--- src/rtl/eth_hdr_parser_qinq_if.sv ---
// Stream input and metadata handshake bundle for eth_hdr_parser_qinq.
interface eth_hdr_parser_qinq_if #(
   parameter int DATA_BYTES = 4
);
   logic [8*DATA_BYTES-1:0] s_tdata;
   logic                    s_tvalid;
   logic                    s_tlast;
   logic                    s_tready;
   logic                    m_meta_valid;
   logic                    m_meta_ready;

   modport master (output s_tdata, s_tvalid, s_tlast, m_meta_ready,
                   input  s_tready, m_meta_valid);
   modport slave  (input  s_tdata, s_tvalid, s_tlast, m_meta_ready,
                   output s_tready, m_meta_valid);
endinterface

--- src/rtl/eth_hdr_parser_qinq.sv ---
// Ethernet L2 header parser with stacked VLAN (QinQ) support.
// Optional statistics counters are enabled with macro ETH_PARSER_STATS_EN.
module eth_hdr_parser_qinq #(
   parameter int DATA_BYTES = 4,
   parameter int MAX_TAGS   = 2
) (
   input  logic        clk,
   input  logic        rst_n,
   eth_hdr_parser_qinq_if.slave bus,
   output logic [47:0] dest_mac,
   output logic [47:0] src_mac,
   output logic [15:0] ethertype,
   output logic [2:0]  vlan_count,
   output logic [11:0] outer_vid,
   output logic [11:0] inner_vid,
   output logic [4:0]  l2_header_len,
   output logic        is_ipv4,
   output logic        is_ipv6,
   output logic        is_arp,
   output logic        is_unknown,
`ifdef ETH_PARSER_STATS_EN
   output logic [31:0] stat_frames,
   output logic [31:0] stat_runts,
   output logic [31:0] stat_vlan_frames,
`endif
   output logic        runt_err
);
   typedef enum logic [1:0] {ST_HDR = 2'd0, ST_HOLD = 2'd1, ST_DRAIN = 2'd2} state_t;

   typedef struct packed {
      logic [47:0] dmac;
      logic [47:0] smac;
      logic [15:0] etype;
      logic [2:0]  vlan_count;
      logic [11:0] outer_vid;
      logic [11:0] inner_vid;
      logic [4:0]  hdr_len;
      logic        ipv4;
      logic        ipv6;
      logic        arp;
      logic        unknown;
      logic        runt;
   } meta_t;

   function automatic logic [3:0] classify(input logic [15:0] etype);
      case (etype)
         16'h0800: classify = 4'b1000;
         16'h86DD: classify = 4'b0100;
         16'h0806: classify = 4'b0010;
         default:  classify = 4'b0001;
      endcase
   endfunction

   state_t      r_state, w_state_nxt;
   meta_t       r_meta, w_meta_nxt;
   logic [4:0]  r_cnt, w_cnt_nxt, w_cnt_inc;
   logic [5:0]  w_sum, w_off, w_base, w_rel;
   logic [7:0]  r_type_hi, w_type_hi_nxt, w_byte;
   logic [3:0]  r_tci_hi, w_tci_hi_nxt;
   logic [15:0] w_type;
   logic [11:0] w_vid;
   logic        w_done, w_cplt, w_accept, r_last, r_meta_valid;

   assign w_accept         = bus.s_tvalid && bus.s_tready;
   assign bus.s_tready     = (r_state != ST_HOLD);
   assign bus.m_meta_valid = r_meta_valid;

   // Byte-serial header walk over the accepted beat; the type field moves 4 bytes per parsed tag
   always_comb begin
      w_meta_nxt    = r_meta;
      w_type_hi_nxt = r_type_hi;
      w_tci_hi_nxt  = r_tci_hi;
      w_done        = 1'b0;
      w_cplt        = 1'b0;
      w_off         = 6'd0;
      w_base        = 6'd12;
      w_rel         = 6'd0;
      w_byte        = 8'd0;
      w_type        = 16'd0;
      w_vid         = 12'd0;
      w_sum         = {1'b0, r_cnt} + 6'(DATA_BYTES);
      w_cnt_inc     = (w_sum > 6'd31) ? 5'd31 : w_sum[4:0];
      if (w_accept) begin
         w_cnt_nxt = bus.s_tlast ? 5'd0 : w_cnt_inc;
      end else begin
         w_cnt_nxt = r_cnt;
      end
      if ((r_state == ST_HDR) && w_accept) begin
         for (int b = 0; b < DATA_BYTES; b++) begin
            w_off  = {1'b0, r_cnt} + 6'(b);
            w_byte = bus.s_tdata[8*b +: 8];
            w_base = 6'd12 + {1'b0, w_meta_nxt.vlan_count, 2'b00};
            w_rel  = w_off - w_base;
            if (!w_done) begin
               for (int k = 0; k < 6; k++) begin
                  w_meta_nxt.dmac[8*(5-k) +: 8] = (w_off == 6'(k))     ? w_byte : w_meta_nxt.dmac[8*(5-k) +: 8];
                  w_meta_nxt.smac[8*(5-k) +: 8] = (w_off == 6'(k + 6)) ? w_byte : w_meta_nxt.smac[8*(5-k) +: 8];
               end
               // Offsets below the type field wrap to large w_rel values and fall to default
               case (w_rel)
                  6'd0: w_type_hi_nxt = w_byte;
                  6'd1: begin
                     w_type = {w_type_hi_nxt, w_byte};
                     if (((w_type == 16'h8100) || (w_type == 16'h88A8)) &&
                         (w_meta_nxt.vlan_count < 3'(MAX_TAGS))) begin
                        w_done = 1'b0;
                     end else begin
                        w_done                = 1'b1;
                        w_meta_nxt.etype      = w_type;
                        {w_meta_nxt.ipv4, w_meta_nxt.ipv6, w_meta_nxt.arp, w_meta_nxt.unknown} = classify(w_type);
                        w_meta_nxt.hdr_len    = 5'd14 + {w_meta_nxt.vlan_count, 2'b00};
                     end
                  end
                  6'd2: w_tci_hi_nxt = w_byte[3:0];
                  6'd3: begin
                     w_vid = {w_tci_hi_nxt, w_byte};
                     if (w_meta_nxt.vlan_count == 3'd0) begin
                        w_meta_nxt.outer_vid = w_vid;
                     end else begin
                        w_meta_nxt.outer_vid = w_meta_nxt.outer_vid;
                     end
                     w_meta_nxt.inner_vid  = w_vid;
                     w_meta_nxt.vlan_count = w_meta_nxt.vlan_count + 3'd1;
                  end
                  default: w_done = 1'b0;
               endcase
            end else begin
               w_done = 1'b1;
            end
         end
         if (!w_done && bus.s_tlast) begin
            w_meta_nxt.runt    = 1'b1;
            w_meta_nxt.unknown = 1'b1;
            w_meta_nxt.hdr_len = w_cnt_inc;
         end else begin
            w_meta_nxt.runt    = w_meta_nxt.runt;
         end
         w_cplt = w_done || bus.s_tlast;
      end else if ((r_state == ST_HOLD) && bus.m_meta_ready) begin
         w_meta_nxt    = '0;
         w_type_hi_nxt = 8'd0;
         w_tci_hi_nxt  = 4'd0;
      end else begin
         w_cplt = 1'b0;
      end
   end

   // Next-state logic
   always_comb begin
      w_state_nxt = r_state;
      case (r_state)
         ST_HDR: begin
            if (w_cplt) w_state_nxt = ST_HOLD;
            else        w_state_nxt = ST_HDR;
         end
         ST_HOLD: begin
            if (bus.m_meta_ready) w_state_nxt = r_last ? ST_HDR : ST_DRAIN;
            else                  w_state_nxt = ST_HOLD;
         end
         ST_DRAIN: begin
            if (w_accept && bus.s_tlast) w_state_nxt = ST_HDR;
            else                         w_state_nxt = ST_DRAIN;
         end
         default: w_state_nxt = ST_HDR;
      endcase
   end

   // State, metadata and parse-context registers
   always_ff @(posedge clk or negedge rst_n) begin
      if (!rst_n) begin
         r_state      <= ST_HDR;
         r_meta       <= '0;
         r_cnt        <= 5'd0;
         r_type_hi    <= 8'd0;
         r_tci_hi     <= 4'd0;
         r_last       <= 1'b0;
         r_meta_valid <= 1'b0;
      end else begin
         r_state      <= w_state_nxt;
         r_meta       <= w_meta_nxt;
         r_cnt        <= w_cnt_nxt;
         r_type_hi    <= w_type_hi_nxt;
         r_tci_hi     <= w_tci_hi_nxt;
         r_last       <= w_cplt ? bus.s_tlast : r_last;
         r_meta_valid <= (w_state_nxt == ST_HOLD);
      end
   end

`ifdef ETH_PARSER_STATS_EN
   logic [31:0] r_stat_frames, r_stat_runts, r_stat_vlan;

   // Saturating per-acceptance statistics
   always_ff @(posedge clk or negedge rst_n) begin
      if (!rst_n) begin
         r_stat_frames <= 32'd0;
         r_stat_runts  <= 32'd0;
         r_stat_vlan   <= 32'd0;
      end else if ((r_state == ST_HOLD) && bus.m_meta_ready) begin
         if (r_stat_frames != 32'hFFFF_FFFF) r_stat_frames <= r_stat_frames + 32'd1;
         if (r_meta.runt && (r_stat_runts != 32'hFFFF_FFFF)) r_stat_runts <= r_stat_runts + 32'd1;
         if ((r_meta.vlan_count != 3'd0) && (r_stat_vlan != 32'hFFFF_FFFF)) r_stat_vlan <= r_stat_vlan + 32'd1;
      end
   end

   assign stat_frames      = r_stat_frames;
   assign stat_runts       = r_stat_runts;
   assign stat_vlan_frames = r_stat_vlan;
`endif

   assign dest_mac      = r_meta.dmac;
   assign src_mac       = r_meta.smac;
   assign ethertype     = r_meta.etype;
   assign vlan_count    = r_meta.vlan_count;
   assign outer_vid     = r_meta.outer_vid;
   assign inner_vid     = r_meta.inner_vid;
   assign l2_header_len = r_meta.hdr_len;
   assign is_ipv4       = r_meta.ipv4;
   assign is_ipv6       = r_meta.ipv6;
   assign is_arp        = r_meta.arp;
   assign is_unknown    = r_meta.unknown;
   assign runt_err      = r_meta.runt;
endmodule
--- src/flat_wrapper.sv ---
// flat-port wrapper written by rule: the top's interface ports become plain ports
module eth_hdr_parser_qinq_flat 
#(
   parameter int DATA_BYTES = 4,
   parameter int MAX_TAGS   = 2
)
  (clk, rst_n, dest_mac, src_mac, ethertype, vlan_count, outer_vid, inner_vid, l2_header_len, is_ipv4, is_ipv6, is_arp, is_unknown, runt_err, bus_s_tdata, bus_s_tvalid, bus_s_tlast, bus_m_meta_ready, bus_s_tready, bus_m_meta_valid);
  eth_hdr_parser_qinq_if #(.DATA_BYTES(DATA_BYTES)) bus_i ();
  input  logic clk;
  input  logic rst_n;
  output logic [47:0] dest_mac;
  output logic [47:0] src_mac;
  output logic [15:0] ethertype;
  output logic [2:0] vlan_count;
  output logic [11:0] outer_vid;
  output logic [11:0] inner_vid;
  output logic [4:0] l2_header_len;
  output logic is_ipv4;
  output logic is_ipv6;
  output logic is_arp;
  output logic is_unknown;
  output logic runt_err;
  input wire logic [$bits(bus_i.s_tdata)-1:0] bus_s_tdata;
  input wire logic [$bits(bus_i.s_tvalid)-1:0] bus_s_tvalid;
  input wire logic [$bits(bus_i.s_tlast)-1:0] bus_s_tlast;
  input wire logic [$bits(bus_i.m_meta_ready)-1:0] bus_m_meta_ready;
  output wire logic [$bits(bus_i.s_tready)-1:0] bus_s_tready;
  output wire logic [$bits(bus_i.m_meta_valid)-1:0] bus_m_meta_valid;
  assign bus_i.s_tdata = bus_s_tdata;
  assign bus_i.s_tvalid = bus_s_tvalid;
  assign bus_i.s_tlast = bus_s_tlast;
  assign bus_i.m_meta_ready = bus_m_meta_ready;
  assign bus_s_tready = bus_i.s_tready;
  assign bus_m_meta_valid = bus_i.m_meta_valid;
  eth_hdr_parser_qinq #(.DATA_BYTES(DATA_BYTES), .MAX_TAGS(MAX_TAGS)) u_core (.clk(clk), .rst_n(rst_n), .bus(bus_i), .dest_mac(dest_mac), .src_mac(src_mac), .ethertype(ethertype), .vlan_count(vlan_count), .outer_vid(outer_vid), .inner_vid(inner_vid), .l2_header_len(l2_header_len), .is_ipv4(is_ipv4), .is_ipv6(is_ipv6), .is_arp(is_arp), .is_unknown(is_unknown), .runt_err(runt_err));
endmodule
--- config.mk ---
export PLATFORM = sky130hd
export DESIGN_NAME = eth_hdr_parser_qinq_flat
export DESIGN_NICKNAME = d
export VERILOG_FILES = /design/src/rtl/eth_hdr_parser_qinq_if.sv /design/src/rtl/eth_hdr_parser_qinq.sv /design/src/flat_wrapper.sv
export SDC_FILE = /design/constraint.sdc
export NUM_CORES = 1
export LEC_CHECK = 0
export ABC_AREA = 1
export BUFFER_PORTS_ARGS = -buffer_cell sky130_fd_sc_hd__buf_2
export CORE_MARGIN = 3
export CORE_UTILIZATION = 57
export CTS_CLUSTER_SIZE = 28
export DETAILED_ROUTE_END_ITERATION = 6
export PLACE_DENSITY_LB_ADDON = 0.08
export SETUP_SLACK_MARGIN = 0.2
export SLEW_MARGIN = 30
export SYNTH_ARGS = -nofsm -noshare
export SYNTH_HDL_FRONTEND = slang
export SYNTH_SLANG_ARGS = --single-unit
--- constraint.sdc ---
create_clock -name clk -period 9.3 [get_ports clk]
set_clock_uncertainty 0.1 [all_clocks]
set_input_delay 0 -clock clk [delete_from_list [all_inputs] [get_ports clk]]
set_output_delay 0 -clock clk [all_outputs]
set_load 0.005 [all_outputs]
# --- Word level (Yosys, flattened, before mapping) ---
# Cells that the tools add are included.
totals:
  reg_bits: 170
  latchBits: 0
  mem_bits_rw: 0
  rom_bits: 0
  input_bits: 37
  out_inout_bits: 151
  elab_cells: 286
  memories: 0
op_classes:
  add_sub_neg: 20
  n_mul: 0
  n_div: 0
  n_lt_le_gt_ge: 5
  n_eq_ne: 81
  shift: 0
  muxes: 132
  bitwise: 0
  n_reduce_logical: 30
ops:
  columns: ["op", "n"]
  rows:
  - ["$mux W148", 6]
  - ["$mux W8", 60]
  - ["$mux W149", 2]
  - ["$eq A16 B16 Y1 const B", 12]
  - ["$eq A16 B12 Y1 const B", 8]
  - ["$mux W16", 8]
  - ["$mux W27", 4]
  - ["$eq A6 B2 Y1 const B", 14]
  - ["$eq A6 B3 Y1 const B", 12]
  - ["$eq A6 B4 Y1 const B", 12]
  - ["$mux W9", 8]
  - ["$logic_not A6 Y1", 8]
  - ["$mux W12", 4]
  - ["$pmux W4 S3", 4]
  - ["$eq A6 B1 Y1 const B", 7]
  - ["$mux W4", 10]
  - ["$add A4 B5 Y6 const A", 4]
  - ["$add A4 B5 Y5 const A", 4]
  - ["$eq A5 B3 Y1 const B", 4]
  - ["$eq A5 B4 Y1 const B", 4]
  - ["$mux W1", 19]
  - ["$sub A6 B6 Y6", 3]
  - ["$mux W5", 3]
  - ["$add A3 B1 Y3 const B", 4]
  - ["other kinds (21)", 44]

# --- Depth between registers and ports, before layout ---
logic_depth:
  word_depth: 30
  mapped_depth: 63
  mapped_depth_nobuf: 60

# --- Least setup slack after synthesis ---
# Ideal clock, no wire load.
synth_timing:
  kind: "register to register"
  from: "reg u_core.r_cnt[4]"
  to: "reg u_core.r_meta (netlist bit u_core.outer_vid[5])"
  setup_time_ns: 0.123
  t_arrival_ns: 7.804
  required_ns: 9.077
  setup_slack_ns: 1.274
  path_stages_with_launch: 54
  n_path_buf: 3
  period_less_slack_ns: 8.026
  cell_sequence: "dfrtp_1 -> clkinv_1 -> buf_1 -> ha_1 -> inv_1 -> ha_1 -> a21oi_1 -> nand3_1 -> nand2_1 -> nor2_4 -> nand2_2 -> buf_6 -> xor2_1 -> inv_1 -> ha_1 -> inv_1 -> ha_1 -> or2_1 -> [... 18 more ...] -> nor2_4 -> xor2_2 -> ha_1 -> inv_1 -> ha_1 -> a21oi_1 -> o21ai_0 -> xnor2_1 -> nand4_1 -> nor2_1 -> inv_1 -> nor2_4 -> inv_2 -> buf_2 -> o21ai_1 -> inv_1 -> o22ai_1 -> nand2_1"
synth_via:
  elab_chain_len: 22
synth_rtl:
  columns: ["item", "line_no", "text"]
  rows:
  - ["from (decl)", "eth_hdr_parser_qinq.sv:56", "logic [4:0] r_cnt, w_cnt_nxt, w_cnt_inc;"]
  - ["from (signal assigned)", "eth_hdr_parser_qinq.sv:181", "r_cnt <= w_cnt_nxt;"]
  - ["$sub A5 B6 Y6", "eth_hdr_parser_qinq.sv:93", "w_rel = w_off - w_base;"]
  - ["$eq A6 B2 Y1", "eth_hdr_parser_qinq.sv:100", "case (w_rel)"]
  - ["$mux W27", "eth_hdr_parser_qinq.sv:100", null]
  - ["$mux W148", "eth_hdr_parser_qinq.sv:88", "if ((r_state == ST_HDR) && w_accept) begin"]
  - ["$add A4 B5 Y6", "eth_hdr_parser_qinq.sv:92", "w_base = 6'd12 + {1'b0, w_meta_nxt.vlan_count, 2'b00};"]
  - ["$sub A6 B6 Y6", "eth_hdr_parser_qinq.sv:93", null]
  - ["$eq A6 B2 Y1", "eth_hdr_parser_qinq.sv:100", null]
  - ["$mux W27", "eth_hdr_parser_qinq.sv:100", null]
  - ["[... 6 more ...]", null, null]
  - ["$mux W148", "eth_hdr_parser_qinq.sv:94", "if (!w_done) begin"]
  - ["$mux W148", "eth_hdr_parser_qinq.sv:88", null]
  - ["$add A4 B5 Y6", "eth_hdr_parser_qinq.sv:92", null]
  - ["$sub A6 B6 Y6", "eth_hdr_parser_qinq.sv:93", null]
  - ["$eq A6 B2 Y1", "eth_hdr_parser_qinq.sv:100", null]
  - ["$mux W27", "eth_hdr_parser_qinq.sv:100", null]
  - ["$mux W148 (*)", "eth_hdr_parser_qinq.sv:94", null]
  - ["$mux W149 (*)", "eth_hdr_parser_qinq.sv:88", null]
  - ["to (signal assigned)", "eth_hdr_parser_qinq.sv:180", "r_meta <= w_meta_nxt;"]
  - ["to (decl)", "eth_hdr_parser_qinq.sv:55", "meta_t r_meta, w_meta_nxt;"]
# Every way passes the cells marked *; elsewhere a longest branch is shown, timed or not. The select of a mux whose other input is x is not followed.
# A chain may end at the register's enable or synchronous reset.

# --- Worst setup path after layout ---
layout_timing:
  from: "reg u_core.r_meta (netlist bit u_core.vlan_count[1])"
  to: "reg u_core.r_meta (netlist bit u_core.vlan_count[2])"
layout_via:
  elab_chain_len: 23
layout_rtl:
  columns: ["item", "line_no"]
  rows:
  - ["$add A4 B5 Y6", "eth_hdr_parser_qinq.sv:92"]
  - ["$sub A5 B6 Y6", "eth_hdr_parser_qinq.sv:93"]
  - ["$eq A6 B2 Y1", "eth_hdr_parser_qinq.sv:100"]
  - ["$mux W27", "eth_hdr_parser_qinq.sv:100"]
  - ["$mux W148", "eth_hdr_parser_qinq.sv:88"]
  - ["$add A4 B5 Y6", "eth_hdr_parser_qinq.sv:92"]
  - ["$sub A6 B6 Y6", "eth_hdr_parser_qinq.sv:93"]
  - ["$eq A6 B2 Y1", "eth_hdr_parser_qinq.sv:100"]
  - ["[... 7 more ...]", null]
  - ["$mux W148", "eth_hdr_parser_qinq.sv:94"]
  - ["$mux W148", "eth_hdr_parser_qinq.sv:88"]
  - ["$add A4 B5 Y6", "eth_hdr_parser_qinq.sv:92"]
  - ["$sub A6 B6 Y6", "eth_hdr_parser_qinq.sv:93"]
  - ["$eq A6 B2 Y1", "eth_hdr_parser_qinq.sv:100"]
  - ["$mux W27", "eth_hdr_parser_qinq.sv:100"]
  - ["$mux W148 (*)", "eth_hdr_parser_qinq.sv:94"]
  - ["$mux W149 (*)", "eth_hdr_parser_qinq.sv:88"]
# Marked as above.

==> results.sh <==
export IMPL_num_vias=18700
export IMPL_fmax_mhz=118
export IMPL_tightest_slew_ns=1.18
export IMPL_cts_sinks=170
export IMPL_synth_edff_count=0
export IMPL_rr_worst_depth=54
export IMPL_path_clk_slew_ns=0.09
export IMPL_dp_hpwl_um=45200
export IMPL_power_density_nw_per_um2=262
export IMPL_routed_wl_um=68300
export IMPL_critPathRequiredTime_ns=9.50
export IMPL_p_leak_nw=8.67
export IMPL_regArea_um2=4260
export IMPL_netlist_instances=2465
export IMPL_syn_to_final_growth_pct=10.8
export IMPL_worstSetupEndpointType="flip-flop"
export IMPL_rows=60
export IMPL_setup_viol=0
export IMPL_yosys_register_bits=170
export IMPL_async_flop_share=1.00
export IMPL_insertion_delay_ns=0.45
export IMPL_die_w_um=172
export IMPL_nFillCells=2516
export IMPL_r2r_end="u_core.vlan_count[2]"
export IMPL_multi_input_area_um2=10000
export IMPL_final_max_slew_violation_count=0
export IMPL_dieArea_um2=29500
export IMPL_routabilityCongestion=1.04
export IMPL_period_share=0.909
export IMPL_clockBufferDepth=2
export IMPL_port_buffers=187
export IMPL_slowest_stage="dfrtp_2"
export IMPL_route_detailed_drc=0
export IMPL_status="finished, final reports clean"
export IMPL_yosys_warnings=0
export IMPL_vias_per_cell=6.45
export IMPL_yosysTopAreaCell="dfrtp_1"
export IMPL_min_path_type="primary input to asynchronous set/reset pin"
export IMPL_ys_top_cells_by_area="dfrtp_1, nand2_1, o21ai_0"
export IMPL_grt_usage=0.451
export IMPL_critical_path_max_fanout=27
export IMPL_synth_common_cells="nand2_1, o21ai_0, inv_1, dfrtp_1, a21oi_1"
export IMPL_fin_tns_setup_ns=0
export IMPL_rsz0062_at_grt="false"
export IMPL_drtIter0Drc=2923
export IMPL_max_cap_viol_count=0
export IMPL_max_slew_margin=0.213
export IMPL_hold_viol=0
export IMPL_min_period_ns=8.46
export IMPL_ys_types=48
export IMPL_drt_wirelength_per_cell_um=23.6
export IMPL_antenna_left=0
export IMPL_crit_arrival_ns=8.66
export IMPL_overflow=0
export IMPL_postSynthAreaPerCell_um2=6.34
export IMPL_slowest_delay_ns=0.44
export IMPL_ys_seq_area_frac=0.272
export IMPL_cts_tree="built"
export IMPL_drive_above_1_share=0.136
export IMPL_dr_pass1_iters=6
export IMPL_cts_root_buf="clkbuf_16"
export IMPL_grt_pass1_vias=16900
export IMPL_initial_core_util=0.580
export IMPL_io_pins=188
export IMPL_dp_slack_ns=0.166
export IMPL_r2r_setup_slack_ns=0.84
export IMPL_synth_top_cell_area_share=0.272
export IMPL_fp_dieH_um=172
export IMPL_worstReg2RegStart="u_core.vlan_count[1]"
export IMPL_antenna_found_initial=2
export IMPL_syn_nets=2549
export IMPL_cpMostUsedCell="nand2_1"
export IMPL_h_tree_depth=4
export IMPL_fin_ws_ns=0.844
export IMPL_design_core_area_um2=27000
export IMPL_yosysMostFrequentCell="nand2_1"
export IMPL_start_kind="flip-flop"
export IMPL_antenna_cells=0
export IMPL_cts_buffers=17
export IMPL_fin_nets=2632
export IMPL_synth_ff_type="dfrtp_1"
export IMPL_syn_area_um2=15600
export IMPL_grt_pass1_wl_um=101000
export IMPL_path_class="flip-flop to flip-flop"
export IMPL_grt_max_degree=69
export IMPL_ir_drop_mv=0.182
## flip-flops by register name, summed over array words and instances, names as in the netlist
name                     cells
u_core.src_mac              48
u_core.l2_header_len         5
u_core.ethertype            16
u_core.inner_vid            12
u_core.r_cnt                 5
u_core.outer_vid            12
u_core.vlan_count            3
u_core.bus.m_meta_valid      1
u_core.is_ipv6               1
u_core.is_ipv4               1
u_core.is_arp                1
u_core.r_last                1
u_core.is_unknown            1
u_core.r_type_hi             8
u_core.r_state               2
u_core.dest_mac             48
u_core.r_tci_hi              4
u_core.runt_err              1
## stage by stage
step | hold WS (ns) | cell area, um2 | total power, mW | cells | util
after global routing | 0.0241 | 17300 | 4.87 | 2900 | 0.643
after floorplan | -0.396 | 15600 | 2.90 | 2465 | -
final | 0.00383 | 17300 | 4.55 | 2900 | 0.643
after CTS | 0.00979 | 17200 | 4.42 | 2896 | 0.638
after global placement | -0.172 | 16500 | 3.58 | 2858 | 0.612
after detailed placement | -0.166 | 16500 | 3.65 | 2859 | 0.613
## worst max-delay path by stage
stage	start	end	slack [ns]	cells past startpoint
final	u_core.vlan_count[1]	u_core.vlan_count[2]	0.84	54
after global routing	u_core.vlan_count[1]	u_core.vlan_count[2]	0.21	54
after CTS	u_core.r_cnt[2]	u_core.r_state[0]	0.26	52
after detailed placement	u_core.r_cnt[2]	u_core.outer_vid[3]	0.17	53
after global placement	u_core.r_cnt[2]	u_core.outer_vid[6]	0.47	52
after floorplan	u_core.r_cnt[4]	u_core.outer_vid[5]	1.27	53
## where the power goes
group          switching (mW)  total [mW]  internal [mW]
sequential              0.215        1.18          0.962
combinational            1.67        2.61          0.941
clock                   0.355       0.759          0.404
total                    2.24        4.55           2.31
## kinds of logic after synthesis
kind of cell / Yosys count / synth area share
flip-flops: 170 / 0.272
AND/OR/NAND/NOR: 1133 / 0.309
AO/OA/AOI/OAI: 678 / 0.239
adder cells (fa/ha/maj): 47 / 0.0376
multiplexers: 54 / 0.0346
buffers and inverters: 359 / 0.0932
XOR/XNOR: 24 / 0.0139
## per-layer routing
| layer | vias to the layer above | track usage | share of wire |
|---|---|---|---|
| met1 | 8441 | 0.580 | 0.36 |
| met5 | - | 0.00836 | 0.00035 |
| met2 | 1490 | 0.669 | 0.42 |
| li1 | 8391 | - | - |
| met4 | 4 | 0.264 | 0.072 |
| met3 | 372 | 0.139 | 0.15 |
## final cells by class
cell class / instances / area share
inverters: 201 / 0.0440
multi-input cells: 1936 / 0.578
repair buffers: 222 / 0.0741
clock buffers: 18 / 0.0253
clock inverters: 12 / 0.00787
flip-flops and latches: 170 / 0.246
well taps: 341 / 0.0246
## cells in the final DEF (no fill, tap or decap), drive strengths merged, types with 18 or more instances in the layout
cell type,synthesis,final
clkbuf,109,18
inv,198,203
o21a,63,63
nor3,22,22
o211ai,51,51
nand3,121,121
o21ai,391,391
ha,47,47
nand2,796,796
buf,49,216
nand4,36,36
nor2,138,138
dfrtp,170,170
a21oi,135,135
mux2i,54,54
o22ai,34,34
## repair_timing
item,CTS,global route
hold buffers,7,0
setup endpoints to repair,14,68
gates resized for setup,2,30
endpoints found under the hold margin,53,0
pin swaps,0,3
buffers inserted,0,4
## worst max-delay path, delay by kind of cell (launching register included)
family | cells | cell delay [ns]
flops | 1 | 0.44
xor+xnor | 5 | 0.82
compound gates | 8 | 1.09
fa+ha+maj | 7 | 1.95
simple gates | 23 | 2.82
buf+inv | 11 | 1.08
Note: power is estimated with default switching activity, not from simulation.
